===== src/rtl/inst_fetch_buffer_pkg.sv =====
// Purpose : shared constants for the instruction fetch buffer (FSM encoding, widths, NOP).
// Latency : n/a (declarations only).
// Backpr. : n/a.
// Contents: fetch FSM state encoding, default data width, NOP used for decode bubbles.
package inst_fetch_buffer_pkg;

   localparam int XLEN = 32;

   // Fetch FSM encoding, kept as plain 2-bit constants for legacy tools.
   localparam logic [1:0] ST_IDLE = 2'd0;  // no read outstanding
   localparam logic [1:0] ST_WAIT = 2'd1;  // read outstanding, response kept
   localparam logic [1:0] ST_DROP = 2'd2;  // read outstanding, response discarded

   // addi x0, x0, 0 -- what decode inserts when it has no valid instruction.
   localparam logic [31:0] NOP_INST = 32'h0000_0013;

endpackage


===== src/rtl/fetch_fifo.sv =====
// Purpose : DEPTH-entry FIFO of {pc, inst} pairs between fetch and decode.
// Latency : head visible combinationally the cycle after the push edge.
// Backpr. : caller must not push when full; pop is only legal when count != 0.
// Ports   : clk, rst (async active-low), flush (sync clear), push/push_data,
//           pop, head_data (entry at rd_ptr), count (occupancy, 0..DEPTH).
module fetch_fifo #(
   parameter int DEPTH = 4,
   parameter int WIDTH = 64
) (
   input  logic                     clk,
   input  logic                     rst,
   input  logic                     flush,
   input  logic                     push,
   input  logic [WIDTH-1:0]         push_data,
   input  logic                     pop,
   output logic [WIDTH-1:0]         head_data,
   output logic [$clog2(DEPTH):0]   count
);

   localparam int AW = $clog2(DEPTH);

   logic [WIDTH-1:0] mem [DEPTH];
   logic [AW-1:0]    rd_ptr;
   logic [AW-1:0]    wr_ptr;

   // DEPTH is a power of two, so the pointers wrap on natural overflow.
   always_ff @(posedge clk or negedge rst) begin
      if (!rst) begin
         rd_ptr <= '0;
         wr_ptr <= '0;
         count  <= '0;
         for (int i = 0; i < DEPTH; i++) begin
            mem[i] <= '0;
         end
      end else if (flush) begin
         // Storage is left as-is; only the bookkeeping is squashed.
         rd_ptr <= '0;
         wr_ptr <= '0;
         count  <= '0;
      end else begin
         if (push) begin
            mem[wr_ptr] <= push_data;
            wr_ptr      <= wr_ptr + 1'b1;
         end
         if (pop) begin
            rd_ptr <= rd_ptr + 1'b1;
         end
         case ({push, pop})
            2'b10:   count <= count + 1'b1;
            2'b01:   count <= count - 1'b1;
            default: count <= count;
         endcase
      end
   end

   assign head_data = mem[rd_ptr];

endmodule


===== src/rtl/inst_fetch_buffer.sv =====
// Purpose : issue one imem read at a time from current_pc and queue {pc, inst} for decode.
// Latency : request same cycle as IDLE; entry visible to decode the cycle after rvalid.
// Backpr. : stops issuing (pc_stall=1) while the FIFO is full or a read is outstanding.
// Ports   : clk, rst (async active-low); pc_in/pc_stall to the PC register; flush redirect;
//           imem_req/imem_addr/imem_rvalid/imem_rdata to instruction memory;
//           id_valid/id_pc/id_inst/id_ready toward decode.
module inst_fetch_buffer #(
   parameter int DEPTH = 4,
   parameter int XLEN  = 32
) (
   input  logic            clk,
   input  logic            rst,
   input  logic [XLEN-1:0] pc_in,
   output logic            pc_stall,
   input  logic            flush,
   output logic            imem_req,
   output logic [XLEN-1:0] imem_addr,
   input  logic            imem_rvalid,
   input  logic [XLEN-1:0] imem_rdata,
   output logic            id_valid,
   output logic [XLEN-1:0] id_pc,
   output logic [XLEN-1:0] id_inst,
   input  logic            id_ready
);

   import inst_fetch_buffer_pkg::*;

   localparam int CW = $clog2(DEPTH) + 1;

   logic [1:0]        state;
   logic [1:0]        state_nxt;
   logic [XLEN-1:0]   req_pc;
   logic [CW-1:0]     count;
   logic              full;
   logic              issue;
   logic              push;
   logic              pop;
   logic [2*XLEN-1:0] head;

   assign full  = (count == CW'(DEPTH));
   assign issue = (state == ST_IDLE) & ~flush & ~full;

   assign imem_req  = issue;
   assign imem_addr = pc_in;

   // PC moves only when a fetch goes out, or on flush so the PC register takes the target.
   assign pc_stall = ~issue & ~flush;

   // Flush wins over everything: a response landing on the flush cycle is dropped.
   assign push     = (state == ST_WAIT) & imem_rvalid & ~flush;
   assign id_valid = (count != '0);
   assign pop      = id_valid & id_ready & ~flush;

   fetch_fifo #(
      .DEPTH (DEPTH),
      .WIDTH (2*XLEN)
   ) u_fifo (
      .clk       (clk),
      .rst       (rst),
      .flush     (flush),
      .push      (push),
      .push_data ({req_pc, imem_rdata}),
      .pop       (pop),
      .head_data (head),
      .count     (count)
   );

   assign id_pc   = head[2*XLEN-1:XLEN];
   assign id_inst = head[XLEN-1:0];

   always_comb begin
      state_nxt = state;
      case (state)
         ST_IDLE: begin
            if (issue) state_nxt = ST_WAIT;
         end
         ST_WAIT: begin
            // A flush without the response means the read is still in flight and stale.
            if (imem_rvalid)  state_nxt = ST_IDLE;
            else if (flush)   state_nxt = ST_DROP;
         end
         ST_DROP: begin
            if (imem_rvalid) state_nxt = ST_IDLE;
         end
         default: state_nxt = ST_IDLE;
      endcase
   end

   always_ff @(posedge clk or negedge rst) begin
      if (!rst) begin
         state  <= ST_IDLE;
         req_pc <= '0;
      end else begin
         state <= state_nxt;
         if (issue) begin
            req_pc <= pc_in;
         end
      end
   end

endmodule


===== config.mk =====
export PLATFORM = sky130hd
export DESIGN_NAME = inst_fetch_buffer
export DESIGN_NICKNAME = d
export VERILOG_FILES = /design/src/rtl/inst_fetch_buffer_pkg.sv /design/src/rtl/fetch_fifo.sv /design/src/rtl/inst_fetch_buffer.sv
export SDC_FILE = /design/constraint.sdc
export NUM_CORES = 1
export LEC_CHECK = 0
export CORE_MARGIN = 4
export CORE_UTILIZATION = 36
export CTS_BUF_LIST = sky130_fd_sc_hd__clkbuf_16
export DETAILED_ROUTE_END_ITERATION = 12
export PLACE_DENSITY = 0.66
export REMOVE_ABC_BUFFERS = 1
export SLEW_MARGIN = 25
export SYNTH_ARGS = -nofsm -noshare
export SYNTH_HDL_FRONTEND = slang
export SYNTH_SLANG_ARGS = --single-unit

===== constraint.sdc =====
create_clock -name clk -period 6.94 [get_ports clk]
set_clock_uncertainty 0.2 [all_clocks]
set_input_delay 1.041 -clock clk [delete_from_list [all_inputs] [get_ports clk]]
set_output_delay 1.041 -clock clk [all_outputs]
set_load 0.01 [all_outputs]

==> summary.md <==
The logs give 0 for the number of maximum-capacitance constraint violations and 7,952 for the via count of the first global-routing pass. By instance count, the cell type seen most on the critical path is sky130_fd_sc_hd__clkdlybuf4s50_1. Across all setup checks in the final design, the least slack found is 2526 ps.

The tree built by TritonCTS fans out to 297 sinks. After synthesis, the share of flip-flops with an asynchronous set or reset is 100.0%. The run gives 0 as the number of nets still failing antenna checks after routing.

The cell count of the worst hold path is 1. The cell family contributing the most delay on the critical path is buffers and inverters. STA classifies the critical path endpoint as an output port.

Die extent in x: 199.0 microns. The core area was 0.03574 sq mm. TritonCTS built the clock tree. In this run switching power makes up 26.63% of total power. The buffer levels on the longest clock path is 3, and the final critical delay including setup and external delays is 4414 ps.

The tools report the antenna diode count as 0. The clock tree synthesis step divided the H-tree into 2 levels. The maximum clock rate is 0.2266 GHz.

After detailed placement, the design holds a cell count of 1,340. Dividing the detail-routed via count by the number of cells gives 5.064. The logs give 4.229 mW for the internal power of the cells and 500 ps for the clock latency on the worst-skew pair. Share of cells above drive strength 1: 43.96%. Setup repair after global routing left no endpoint under its margin. The number of top-level pins was 168; the switching component of the power was 1.535 mW. For the number of buffers inserted during clock tree synthesis, the log shows 35.

In the layout the commonest cells are sky130_fd_sc_hd__dfrtp_1, sky130_fd_sc_hd__mux2_2, sky130_fd_sc_hd__clkdlybuf4s50_1. After legalization and detailed placement, the total HPWL measured 16,710 microns. The most common library cell in the layout ignoring fill and taps was sky130_fd_sc_hd__dfrtp_1. The startpoint identified for the worst register-to-register timing path is state[1]. The number of port buffers was 167; the depth of the worst register-to-register path was 4. The count of cells in the finished layout, fillers not included, comes to 1,396. In this run the core area contains 69 standard-cell rows.

Part of the total power dissipated in sequential elements: 42.9%. Counting both buffers and inverters, the worst setup path holds a total of 3. Averaged over all synthesized cells, the footprint is 16.85 sq um. Summed over all cells, the static leakage comes to 7.107 nW. At the worst endpoint, the arrival time is 3170 ps. The flow ran to the end, and the final reports show no timing, DRC or antenna violations.

The setup check on the worst reg-to-reg path leaves a slack of 4350 ps. After layout, the design draws a total of 5.765 mW. Dividing the detail-routed wire length by the instance count gives 19.73 microns. The run gives 0.01313 sq mm as the cell area after synthesis.

The number of post-CTS setup repair buffers came out at 0. The worst hold path terminates at u_fifo.mem[117]. Sequential elements use 56.61% of the synthesized area. The first TritonRoute pass finished after 4 iterations. The power density relative to cell area is 362.2 mW/mm^2, and the starting density of the core is 36.73%.

The worst register-to-register path ends at u_fifo.mem[76]. By startpoint and endpoint, the worst setup path is classified as in -> out. The total count of max-transition violations in the final report is 0. The worst-case IR drop observed on VDD is 0.0002139 V.

The via count is 7,069, and the count of hold-fix buffers inserted at cts is 0. For this run, the slowest stage of the critical path takes 670 ps. The final layout contains 990 nets.

For this design, the slowest cell found on the critical path is sky130_fd_sc_hd__clkdlybuf4s50_1. The number of hold violations in the final report came out at 0. The number of gates given a new drive strength after cts is 0. After detailed routing, the number of remaining DRC violations is 0. The violation count after the first detailed-routing iteration is 189, and the share of the cycle needed by the critical path after routing is 63.60%. The vertical die dimension is 199.0 microns.

The flip-flop and latch count after synthesis is 297, and the growth of design area from synthesis to finish is 21.24%. Before CTS, the worst setup slack after placement is 2504 ps. The count of flip-flops with a built-in enable after synthesis works out to 0. The clock-pin slew of the registers on the worst-case setup and hold paths came out at 50 ps. The run gives 134 as the pin count of the biggest net entering global routing. Main flop type after synthesis: sky130_fd_sc_hd__dfrtp_1. Adding up every negative setup slack in the final design gives 0 ps.

For the pin with the worst max-slew slack, the measured transition is 889.2 ps. In this run, the combinational gates consume 28.2% of the power. The run gives 0 as the number of synthesis warnings.

The cell count after synthesis came out at 779. The clock tree root driver cell is sky130_fd_sc_hd__clkbuf_16. The maximum fanout along the worst path works out to 34.

The first-pass GRT wire length was 44,470 microns. The synthesized netlist contains 38 unique library cells. The tools report the minimum hold slack as 295.9 ps.

The logs give 5700 ps for the data required time of the worst path and 0 for the number of setup violations in the final report. For this run the aggregate overflow at the end of global routing stands at 0. The tools report the total wire length as 27,540 microns. The run gives 0.6761 as the routability congestion estimate from global placement.

In this run the worst hold path is classified as reg -> reg. The signal on the critical path passes through clkdlybuf4s50_1, and2b_2, buf_4, clkdlybuf4s50_1. Across every metal layer, demand over resource in global routing totals 14.10%. The initial antenna violation count was 0; the die footprint was 0.03959 sq mm. The startpoint type of the worst setup path is a primary input. The tools report the launch instance of the worst min-delay path as u_fifo.mem[117].

The filler cell count in the final layout was 3,237. The worst pin sits at a relative slew slack of 40.72%. Of the total power, the clock network draws 28.9%.
==> worst register-to-register path: stages (launching register included) <==
cell                       delay, ps
sky130_fd_sc_hd__dfrtp_1         430
sky130_fd_sc_hd__and4bb_2        340
sky130_fd_sc_hd__nand2_4         450
sky130_fd_sc_hd__buf_4           610
sky130_fd_sc_hd__mux2_2          420
==> through the flow <==
stage	util (%)	cell area (sq um)
global route	44.53	15920
finish	44.53	15920
floorplan	-	12480
global placement	41.56	14850
detailed placement	41.64	14880
CTS	44.53	15920
==> registers in the layout, summed over array words and instances (netlist names) <==
name,count
u_fifo.rd_ptr,2
u_fifo.count,3
state,2
u_fifo.wr_ptr,2
req_pc,32
u_fifo.mem,256
==> worst max-delay path by stage <==
stage,depth (start not counted),slack (ps),from,endpoint
finish,4,2530,flush,imem_req
global route,4,2400,flush,imem_req
CTS,4,2500,flush,imem_req
detailed placement,4,2500,flush,imem_req
global placement,4,2510,flush,imem_req
floorplan,3,180,imem_rvalid,u_fifo.mem[128]
==> cell type report <==
| cell class | count | area (sq um) | share of cell area (%) |
|---|---|---|---|
| clock buffer | 37 | 925.9 | 5.818 |
| tap | 461 | 576.8 | 3.624 |
| multi-input combinational | 402 | 5066 | 31.83 |
| sequential | 297 | 7440 | 46.75 |
| inverter | 2 | 7.507 | 0.04717 |
| clock inverter | 19 | 107.6 | 0.6761 |
| timing repair buffer | 178 | 1792 | 11.26 |
==> cell families after synthesis <==
logic type | count (synthesis) | share of synthesized area, %
xor gates and xnor gates | 7 | 0.4670
adders and majority gates | 5 | 0.5338
muxes | 352 | 35.68
AOI/OAI and AO/OA | 10 | 0.4957
and+or+nand+nor | 28 | 1.249
DFF | 297 | 56.61
buffers and inverters | 80 | 4.956
==> cell usage after synthesis, types with 2 or more instances <==
| master | number | area share, % |
|---|---|---|
| sky130_fd_sc_hd__xnor2_1 | 4 | 0.27 |
| sky130_fd_sc_hd__mux2_1 | 4 | 0.34 |
| sky130_fd_sc_hd__mux2_2 | 284 | 24 |
| sky130_fd_sc_hd__inv_1 | 2 | 0.057 |
| sky130_fd_sc_hd__ha_1 | 4 | 0.38 |
| sky130_fd_sc_hd__clkbuf_1 | 5 | 0.14 |
| sky130_fd_sc_hd__mux4_2 | 64 | 11 |
| sky130_fd_sc_hd__nor3_1 | 2 | 0.076 |
| sky130_fd_sc_hd__dfrtp_1 | 297 | 57 |
| sky130_fd_sc_hd__buf_2 | 10 | 0.38 |
| sky130_fd_sc_hd__xor2_1 | 3 | 0.20 |
| sky130_fd_sc_hd__nor2_1 | 6 | 0.17 |
| sky130_fd_sc_hd__buf_1 | 2 | 0.057 |
| sky130_fd_sc_hd__nand3b_1 | 3 | 0.17 |
| sky130_fd_sc_hd__buf_4 | 39 | 2.2 |
| sky130_fd_sc_hd__o21ai_0 | 2 | 0.076 |
| sky130_fd_sc_hd__buf_6 | 19 | 1.6 |
| sky130_fd_sc_hd__nand2_2 | 3 | 0.14 |
| sky130_fd_sc_hd__a21oi_1 | 2 | 0.076 |
| sky130_fd_sc_hd__buf_12 | 3 | 0.46 |
| sky130_fd_sc_hd__nand2_1 | 4 | 0.11 |
==> power by group through the flow <==
stage          Clock [mW]  Combinational (mW)  Sequential [mW]
2_1_floorplan           0               0.931             2.41
3_3_place_gp            0                1.60             2.50
3_5_place_dp            0                1.66             2.50
4_1_cts              1.73                1.67             2.47
5_1_grt              1.79                1.76             2.54
6_report             1.67                1.63             2.47
==> layer usage <==
metal / GRT usage [%] / vias up / share of wire, %
met5: 0 / - / 0
met4: 3.546 / 0 / 2.0
met3: 2.642 / 41 / 4.7
met2: 22.81 / 148 / 47
met1: 19.82 / 3755 / 47
li1: - / 3125 / -
Power figures use the tool's default switching activity.
